--- src/rtl/arb_req_agent.sv ---
// rtl/arb_req_agent.sv - round-robin arbiter client: command FIFO, req/lock handshake, burst engine
// Define ARB_REQ_AGENT_CHAIN_EN to run up to four queued bursts back-to-back under one lock.
module arb_req_agent #(
   parameter int ID    = 0,
   parameter int DEPTH = 4,
   parameter int AW    = 32
) (
   input  logic          clk,
   input  logic          rst,
   input  logic          cmd_valid,
   output logic          cmd_ready,
   input  logic [AW-1:0] cmd_adr,
   input  logic [2:0]    cmd_len,
   output logic          req,
   output logic          lock,
   input  logic [7:0]    sel,
   output logic          bus_cyc,
   output logic          bus_stb,
   output logic [AW-1:0] bus_adr,
   input  logic          bus_ack,
   output logic          done,
   output logic          grant_err
);
   localparam int PW = $clog2(DEPTH);

   typedef enum logic [1:0] {IDLE, REQ, XFER, GAP} state_t;

   state_t        state;
   logic [AW-1:0] adr_mem [DEPTH];
   logic [2:0]    len_mem [DEPTH];
   logic [PW-1:0] wr_ptr;
   logic [PW-1:0] rd_ptr;
   logic [PW:0]   count;
   logic [2:0]    beat;
   logic [AW-1:0] head_adr;
   logic [2:0]    head_len;
   logic          push;
   logic          pop;
   logic          granted;
   logic          last_ack;
   logic          chain_go;
   logic          unused_sel;

   assign unused_sel = ^sel;
   assign granted    = sel[ID];
   assign head_adr   = adr_mem[rd_ptr];
   assign head_len   = len_mem[rd_ptr];
   assign cmd_ready  = (count != (PW+1)'(DEPTH));
   assign push       = cmd_valid & cmd_ready;
   assign last_ack   = (state == XFER) & bus_ack & (beat == head_len);
   assign pop        = last_ack;

`ifdef ARB_REQ_AGENT_CHAIN_EN
   logic [1:0] chain_cnt;
   // Chain only if a command remains once the head is popped (a same-cycle push counts).
   assign chain_go = last_ack & ((count > (PW+1)'(1)) | push) & (chain_cnt != 2'd3);
`else
   assign chain_go = 1'b0;
`endif

   assign req     = (state == REQ) | (state == XFER);
   assign lock    = ((state == REQ) & granted) | ((state == XFER) & ~(last_ack & ~chain_go));
   assign bus_cyc = (state == XFER);
   assign bus_stb = (state == XFER);
   assign bus_adr = (state == XFER) ? head_adr + AW'({beat, 2'b00}) : '0;

   always_ff @(posedge clk) begin
      if (push) begin
         adr_mem[wr_ptr] <= cmd_adr;
         len_mem[wr_ptr] <= cmd_len;
      end
   end

   always_ff @(posedge clk or negedge rst) begin
      if (!rst) begin
         wr_ptr <= '0;
         rd_ptr <= '0;
         count  <= '0;
      end else begin
         if (push) wr_ptr <= wr_ptr + 1'b1;
         if (pop)  rd_ptr <= rd_ptr + 1'b1;
         case ({push, pop})
            2'b10:   count <= count + 1'b1;
            2'b01:   count <= count - 1'b1;
            default: ;
         endcase
      end
   end

   always_ff @(posedge clk or negedge rst) begin
      if (!rst) begin
         state     <= IDLE;
         beat      <= '0;
         done      <= 1'b0;
         grant_err <= 1'b0;
`ifdef ARB_REQ_AGENT_CHAIN_EN
         chain_cnt <= '0;
`endif
      end else begin
         done <= 1'b0;
         case (state)
            IDLE: begin
               if ((count != '0) | push) state <= REQ;
            end
            REQ: begin
               if (granted) begin
                  state <= XFER;
                  beat  <= '0;
               end
            end
            XFER: begin
               if (!granted) grant_err <= 1'b1;
               if (bus_ack) begin
                  beat <= beat + 1'b1;
                  if (beat == head_len) begin
                     done <= 1'b1;
                     if (chain_go) begin
                        beat <= '0;
`ifdef ARB_REQ_AGENT_CHAIN_EN
                        chain_cnt <= chain_cnt + 1'b1;
`endif
                     end else begin
                        state <= GAP;
`ifdef ARB_REQ_AGENT_CHAIN_EN
                        chain_cnt <= '0;
`endif
                     end
                  end
               end
            end
            GAP: begin
               state <= IDLE;
            end
            default: state <= IDLE;
         endcase
      end
   end
endmodule
--- config.mk ---
export PLATFORM = sky130hd
export DESIGN_NAME = arb_req_agent
export DESIGN_NICKNAME = d
export VERILOG_FILES = /design/src/rtl/arb_req_agent.sv
export SDC_FILE = /design/constraint.sdc
export NUM_CORES = 1
export LEC_CHECK = 0
export CAP_MARGIN = 20
export CORE_MARGIN = 10
export CORE_UTILIZATION = 30
export CTS_CLUSTER_SIZE = 30
export DETAILED_ROUTE_END_ITERATION = 10
export PLACE_DENSITY = 0.44
export SLEW_MARGIN = 15
export SYNTH_ARGS = -nofsm -noshare
export SYNTH_HDL_FRONTEND = slang
export SYNTH_SLANG_ARGS = --single-unit
--- constraint.sdc ---
create_clock -name clk -period 4.9 [get_ports clk]
set_clock_uncertainty 0.2 [all_clocks]
set_input_delay 0.735 -clock clk [delete_from_list [all_inputs] [get_ports clk]]
set_output_delay 0.735 -clock clk [all_outputs]
set_load 0.02 [all_outputs]
* Word-level counts from Yosys, hierarchy flattened *
Memories as Yosys holds them, arrays and structs flattened.
Cells that the tools add are included.

cells by class
  mux-type cells = 15
  equal/unequal tests = 11
  bitwise gates (word level) = 10
  $add $sub $neg = 6
  reductions and logical operators = 7

operator list
  kind                                                                      count
  32-bit by 5-bit adder with 32-bit output                                  1
  32-bit two-way mux                                                        1
  3-bit one-hot mux with 2 select lines                                     2
  2-bit two-way mux                                                         4
  2-bit one-hot mux with 4 select lines                                     1
  3-bit by 1-bit adder with 3-bit output (second input constant)            2
  2-bit equality test (second input constant)                               3
  3-bit two-way mux                                                         2
  1-bit AND                                                                 5
  1-bit two-way mux                                                         5
  2-bit by 1-bit adder with 2-bit output (second input constant)            2
  2-bit by 1-bit equality test with 1-bit output (second input constant)    2
  2-bit by 1-bit inequality test with 1-bit output (second input constant)  2
  2-bit inequality test (second input constant)                             2
  4-bit AND reduction                                                       1
  2-bit nonzero test                                                        2
  3-bit equality test                                                       1
  3-bit inequality test (second input constant)                             1
  1-bit bitwise OR                                                          3
  3-bit AND reduction                                                       1
  3-bit nonzero test                                                        1
  3-bit by 1-bit subtractor with 3-bit output (second input constant)       1
  2-bit logical NOT                                                         1
  1-bit NOT                                                                 2
  2-bit AND reduction                                                       1

storage, ports and cells
  bits in writable memories = 140
  bits of input ports = 47
  logic and storage cells = 58
  register bits = 14
  memories = 2
  output and inout port bits = 39

memory list
  memory   depth  bits a word  rd ports  clocked after Yosys merged registers in  wr ports  line  source
  adr_mem  4      32           1         0                                        1         29    logic [AW-1:0] adr_mem [DEPTH];
  len_mem  4      3            1         0                                        1         30    logic [2:0] len_mem [DEPTH];

* Longest topological paths before layout *
Gate-level depths: netlist of run 1.

  depth after elaboration = 6
  depth in mapped cells = 14
  mapped depth without buffers = 10

* Worst setup path before layout of run 1 *
Ideal clock, no wire load.

  path kind = flip-flop to output port
  from = register rd_ptr[0]
  to = output port bus_adr[30]
  path buffers = 5
  stages on the path, launching flop included = 15
  arrival time = 3.330 ns
  required time = 3.965 ns
  path slack = 0.635 ns
  path through = dfrtp_1 -> buf_6 -> buf_12 -> buf_12 -> buf_6 -> mux4_2 -> ha_1 -> inv_1 -> fa_1 -> nor2b_1 -> o211a_2 -> nand3_1 -> buf_2 -> or4_1 -> a21oi_1

between the ends
  word-level cells in the longest chain between the ends = 3

RTL lines
  element                                   line  source
  from (decl)                               32    logic [PW-1:0] rd_ptr;
  from (signal assigned)                    81    if (pop) rd_ptr <= rd_ptr + 1'b1;
  memory 4 x 32 bit                         n/a
  32-bit by 5-bit adder with 32-bit output  65    assign bus_adr = (state == XFER) ? head_adr + AW'({beat, 2'b00}) : '0;
  32-bit two-way mux                        65
  to (decl)                                 19    output logic [AW-1:0] bus_adr,

No other way between the ends.

* Worst setup path in the final report of run 1 *
  from = register rd_ptr[0]
  to = output port bus_adr[27]

The elaborated chain is that of the path after synthesis.

==> results of run 1 <==
[layout by cell type (no fill, tap or decap), types with 6 or more instances in the layout]
cell type	count
a21oi_1	15
ha_1	12
nor2_1	21
or3_1	6
clkdlybuf4s50_1	73
or4_1	9
o21ai_0	12
xor2_1	8
xnor2_1	9
dfrtp_1	13
clkbuf_16	17
nand3_1	11
inv_1	15
edfxtp_1	140
o31ai_1	6
nand2_1	20
mux4_2	27
mux4_1	8
buf_4	14
nand4_1	8
[cell families (layout without fill, tap and decap cells)]
group / count (synthesis) / count (layout) / share of synthesized area
mux: 39 / 39 / 0.126
buf+inv: 32 / 143 / 0.0280
flops: 154 / 154 / 0.667
compound gates: 48 / 48 / 0.0429
xor+xnor: 17 / 17 / 0.0218
simple gates: 106 / 106 / 0.0870
fa+ha+maj: 14 / 14 / 0.0278
[worst max path at each step]
stage,startpoint,endpoint,slack [ns]
after floorplan,rd_ptr[0]$_DFFE_PN0P_,bus_adr[30],0.63
after global placement,rd_ptr[0]$_DFFE_PN0P_,bus_adr[22],0.32
after detailed placement,rd_ptr[0]$_DFFE_PN0P_,bus_adr[22],0.27
after CTS,rd_ptr[0]$_DFFE_PN0P_,bus_adr[27],0.03
after global routing,rd_ptr[0]$_DFFE_PN0P_,bus_adr[29],0.005
final,rd_ptr[0]$_DFFE_PN0P_,bus_adr[27],0.22
[power by group]
group          internal [mW]  switching, mW  total, mW
Sequential              1.74         0.0988       1.84
Combinational          0.873           1.18       2.06
Clock                  0.648          0.525       1.17
[layout make-up]
type	count	area share
Clock inverter	14	0.0116
Tap cell	285	0.0417
Inverter	15	0.00659
Clock buffer	18	0.0502
Sequential cell	154	0.533
Timing Repair Buffer	96	0.112
Multi-Input combinational cell	224	0.245
[per-stage QoR]
| stage | total power, mW | instances | util | area [um2] |
|---|---|---|---|---|
| after global routing | 5.40 | 806 | 0.380 | 8550 |
| final | 5.07 | 806 | 0.380 | 8550 |
| after floorplan | 3.17 | 410 | - | 6830 |
| after CTS | 5.13 | 803 | 0.378 | 8510 |
| after global placement | 3.90 | 768 | 0.352 | 7930 |
| after detailed placement | 3.95 | 771 | 0.355 | 7990 |
[synthesized netlist by cell type, drive strengths merged]
cell and count:
a21o 2, a21oi 17, a22o 3, a2bb2oi 1, a31o 1, and2 4
and3 7, and4 3, buf 11, clkbuf 6, dfrtp 14, edfxtp 140
fa 2, ha 12, inv 15, mux2 1, mux2i 3, mux4 35
nand2 20, nand2b 3, nand3 11, nand3b 1, nand4 10, nor2 21
nor2b 2, nor3 2, nor3b 1, nor4 3, o211a 1, o211ai 1
o21ai 15, o21bai 1, o31ai 6, or2 2, or3 6, or3b 1
or4 9, xnor2 9, xor2 8
[routing by layer]
layer  track usage  vias to the layer above
met4        0.0329                        0
met3        0.0366                       14
met2         0.183                      114
met1         0.159                     1984
li1              -                     1834
met5             0                        -
[flip-flops by register name (all words and copies together) (netlist names)]
register / flops
grant_err: 1
state: 2
count: 3
rd_ptr: 2
len_mem: 12
wr_ptr: 2
adr_mem: 128
done: 1
beat: 3
[timing repair]
action | in CTS | in global routing
cloned | 0 | 0
pin swaps | 0 | 0
endpoints found under the setup margin | 8 | 11
endpoints found under the hold margin | 0 | 0
buffers inserted | 0 | 2
resized for setup | 6 | 3
hold buffers | 0 | 0
==> impl_metrics.toml, run 1 <==
[run_status]
run_status = "complete, no violations"

[yosys]
syn-num-nets = 471
yosys_warnings = 0
synth.avg_cell_area_um2 = 16.7
synth_area_leader_cell = "edfxtp_1"
synthTopCellsByArea = "edfxtp_1 (62%), mux4_2 (8.9%), dfrtp_1 (5.1%)"
ys_seq_area_frac = 0.667
synthCells = 410
netlist_area_mm2 = 0.00683
synth_seq_cells = 154
synth_top_area_frac = 0.615
ys_types = 49

[floorplan]
initial_core_util = 0.304
core_mm2 = 0.0225
rows = 55
die_area_mm2 = 0.0292
die_w_um = 171
die-height_um = 171
ios = 86

[critical_path]
path_cells = "mux4_2 -> ha_1 -> a21o_1 -> a21o_1 -> nand4_1 -> buf_4 -> or4_1 -> a21oi_1 -> clkdlybuf4s50_1"
cp_slowest_cell = "clkdlybuf4s50_1"
end_kind = "output pin"
r2r_cells = 13
r2r_end = "count[2]$_DFFE_PN0P_"
regToRegStartpoint = "rd_ptr[0]$_DFFE_PN0P_"
cpPeakStageDelay_ns = 0.64
required_ns = 3.96
cp.depth = 9
path_delay_family = "buffers and inverters"
crit_path_frequent_cell = "a21o_1"
crit_type = "reg2out"
cp-start-kind = "flip-flop"
critical_path_arrival_ns = 3.75
crit_fanout = 16
r2r_setup_slack_ns = 1.61
path_buf_inv = 2

[sta]
final.min_clock_period_ns = 4.68
holdWs_ns = 0.291
worstMarginPinSlew_ns = 0.661
fin_tns_setup_ns = 0
hold_viol_final = 0
finalSetupViolCount = 0
drv_slew = 0
setup_ws_ns = 0.220
rsz0062_at_grt = "false"
fmax_mhz = 214
slew_headroom = 0.558
fin_crit_sh = 0.955

[global_route]
grt_pass1_vias = 4148
overflow = 0
antenna_found_initial = 0
grt_usage = 0.119
grt_max_degree = 36
grt_pass1_wl_mm = 25.5

[clocking]
cts-root-buf = "clkbuf_16"
tritoncts = "done"
cts.sinks = 154
clockBufferDepth = 2
numCtsBuffers = 17
clk_pin_slew_ns = 0.06
worstSkewPairLatency_ns = 0.42
htree_levels = 4

[routing]
dr_total_vias = 3946
firstDrtPassIters = 4
drt_wl_total_mm = 16.7
highest_layer = "met4"
drc = 0
vias_per_cell = 4.90
wl_per_cell_um = 20.7
wl_met2_mm = 7.65
m1WireLength_mm = 7.62
dr.first_iter.drc_count = 206
drtAntennaViolNets = 0
wl_met3_mm = 1.24

[min_path]
hold_depth = 1
min_from = "count[2]$_DFFE_PN0P_"
hold_path_class = "reg2reg"
hold_end = "count[2]$_DFFE_PN0P_"

[run]
cap_violations = 0

[cells_and_area]
seqCellArea_mm2 = 0.00456
diodes = 0
multi_input_area_mm2 = 0.00209
drive_above_1_share = 0.167
nFillCells = 2086
nNetsFinal = 569
areaGrowthSynthToFinish_pct = 25.1

[placement]
gp_congestion = 0.777
dpl.hpwl_mm = 11.4
port_buffers = 78
pre_cts_ws_ns = 0.269

[power]
leakage_nw = 2.86
irDropWorstVdd_uv = 256
power_per_cell_area_mw_per_mm2 = 593
No activity file was read; power rests on OpenSTA's default activity.
==> run 2, diff against run 1 <==
PLACE_DENSITY = unset   (was 0.44)
==> run 2 against run 1 <==
Sequential share of layout area up 0.48 points. Largest cell class unchanged. Core utilization decreased by 0.36 points. Clock-buffer cell count down 1. Critical endpoint is now bus_adr[25]. Power is 1.3% lower. Highest routed layer unchanged. Global-route usage is 0.83 points lower. Critical path depth stayed put. First-iteration DRC count grew 34%.
==> impl_metrics.toml, run 2 (synthesis results as in run 1) <==
[cells_and_area]
diodes = 0
largest_reg_flops = 128
largestRegisters = "adr_mem (128), len_mem (12)"
nNetsFinal = 562
final_cell_mix = "edfxtp_1 (140), clkdlybuf4s50_1 (73), mux4_2 (27)"
largest-register = "adr_mem"
final_cell_area_mm2 = 0.00847
final_common_cell = "edfxtp_1"
drive_above_1_share = 0.160
nFillCells = 2070
areaGrowthSynthToFinish_pct = 24.0
fin_cells = 799

[sta]
worstMarginPinSlew_ns = 1.04
slew_headroom = 0.306
fin_tns_setup_ns = 0
fin_crit_sh = 0.976
drv_slew = 0
fmax_mhz = 209
final.min_clock_period_ns = 4.78
finalSetupViolCount = 0
hold_viol_final = 0
rsz0062_at_grt = "false"

[clocking]
numCtsBuffers = 17
cts.hold.buffers_added = 0
htree_levels = 4
clk_pin_slew_ns = 0.07
cts-root-buf = "clkbuf_16"
tritoncts = "done"
cts.sinks = 154
clockBufferDepth = 2
worstSkewPairLatency_ns = 0.42

[global_route]
grt_usage = 0.111
grt_max_degree = 36
antenna_found_initial = 0
grt_pass1_wl_mm = 23.7
overflow = 0
grt_pass1_vias = 4112

[critical_path]
required_ns = 3.96
crit_fanout = 8
critical_path_arrival_ns = 3.85
end_kind = "output pin"
regToRegStartpoint = "rd_ptr[0]$_DFFE_PN0P_"
startpoint = "rd_ptr[0]$_DFFE_PN0P_"
cp-start-kind = "flip-flop"
crit_type = "reg2out"

[floorplan]
die-height_um = 171
rows = 55
core_mm2 = 0.0225
die_area_mm2 = 0.0292
die_w_um = 171
initial_core_util = 0.304
ios = 86

[routing]
vias_per_cell = 4.86
drtAntennaViolNets = 0
drt_wl_total_mm = 15.6
firstDrtPassIters = 4
dr.first_iter.drc_count = 277
drc = 0
dr_total_vias = 3885
wl_per_cell_um = 19.5

[min_path]
min_from = "grant_err$_DFFE_PN0P_"
hold_path_class = "reg2reg"

[run_status]
run_status = "complete, no violations"

[run]
cap_violations = 0

[placement]
dp.cells = 765
gp_congestion = 0.788
dpl.hpwl_mm = 10.6
placed_cell_area_mm2 = 0.00792
port_buffers = 78

[power]
leakage_nw = 2.82
irDropWorstVdd_uv = 198
power_per_cell_area_mw_per_mm2 = 591
==> run 2: where the power goes <==
part / leakage, nW / switching [mW] / total, mW / internal, mW
Clock: 0.255 / 0.528 / 1.18 / 0.655
Sequential: 1.45 / 0.100 / 1.84 / 1.74
Combinational: 1.12 / 1.15 / 1.98 / 0.826
Total: 2.82 / 1.78 / 5.00 / 3.23
==> run 2: what timing repair did <==
action | 4_1_cts | 5_1_grt
pin swaps | 1 | 0
setup buffers | 2 | 0
gates resized for setup | 5 | 2
endpoints found under the hold margin | 0 | 0
setup endpoints to repair | 11 | 1
==> run 2: final timing paths <==
kind                                         end  slack (ns)  cells after the start
min in group asynchronous    beat[2]$_DFFE_PN0P_        0.53                      1
max reg2reg                 count[2]$_DFFE_PN0P_        1.44                     11
min                        grant_err$_DFFE_PN0P_        0.29                      1
min reg2reg                grant_err$_DFFE_PN0P_        0.29                      1
max in group asynchronous  rd_ptr[0]$_DFFE_PN0P_        3.49                      1
max                                  bus_adr[25]        0.12                      9
==> run 2: cell type report <==
| cell class | count | area [um2] | area share |
|---|---|---|---|
| clock buffers | 17 | 425 | 0.0502 |
| inverters | 15 | 56.3 | 0.00665 |
| flip-flops and latches | 154 | 4560 | 0.538 |
| repair buffers | 89 | 866 | 0.102 |
| clock inverters | 15 | 118 | 0.0139 |
| multi-input cells | 224 | 2090 | 0.247 |
| well taps | 285 | 357 | 0.0421 |
==> run 2: layer usage <==
metal / track usage / vias up / wire (um)
li1: - / 1815 / -
met1: 0.128 / 1935 / 6660
met2: 0.184 / 115 / 7660
met3: 0.0410 / 20 / 1000
met4: 0.0393 / 0 / 277
met5: 0 / - / 0
==> run 2: through the flow <==
step	worst slack [ns]	hold slack (ns)	total power, mW	util
after floorplan	0.635	0.239	3.17	-
after global placement	0.365	0.261	3.84	0.352
after detailed placement	0.338	0.275	3.90	0.352
after CTS	0.162	0.293	5.07	0.376
after global routing	0.0220	0.301	5.31	0.376
final	0.118	0.288	5.00	0.376
==> run 2: worst max-delay path: stages (launching register included) <==
cell	delay (ns)
dfrtp_2	0.48
mux4_2	0.54
ha_1	0.29
a21o_1	0.18
a21o_1	0.21
nand4_1	0.10
buf_4	0.18
or4_1	0.48
a21oi_1	0.28
clkdlybuf4s50_1	0.67
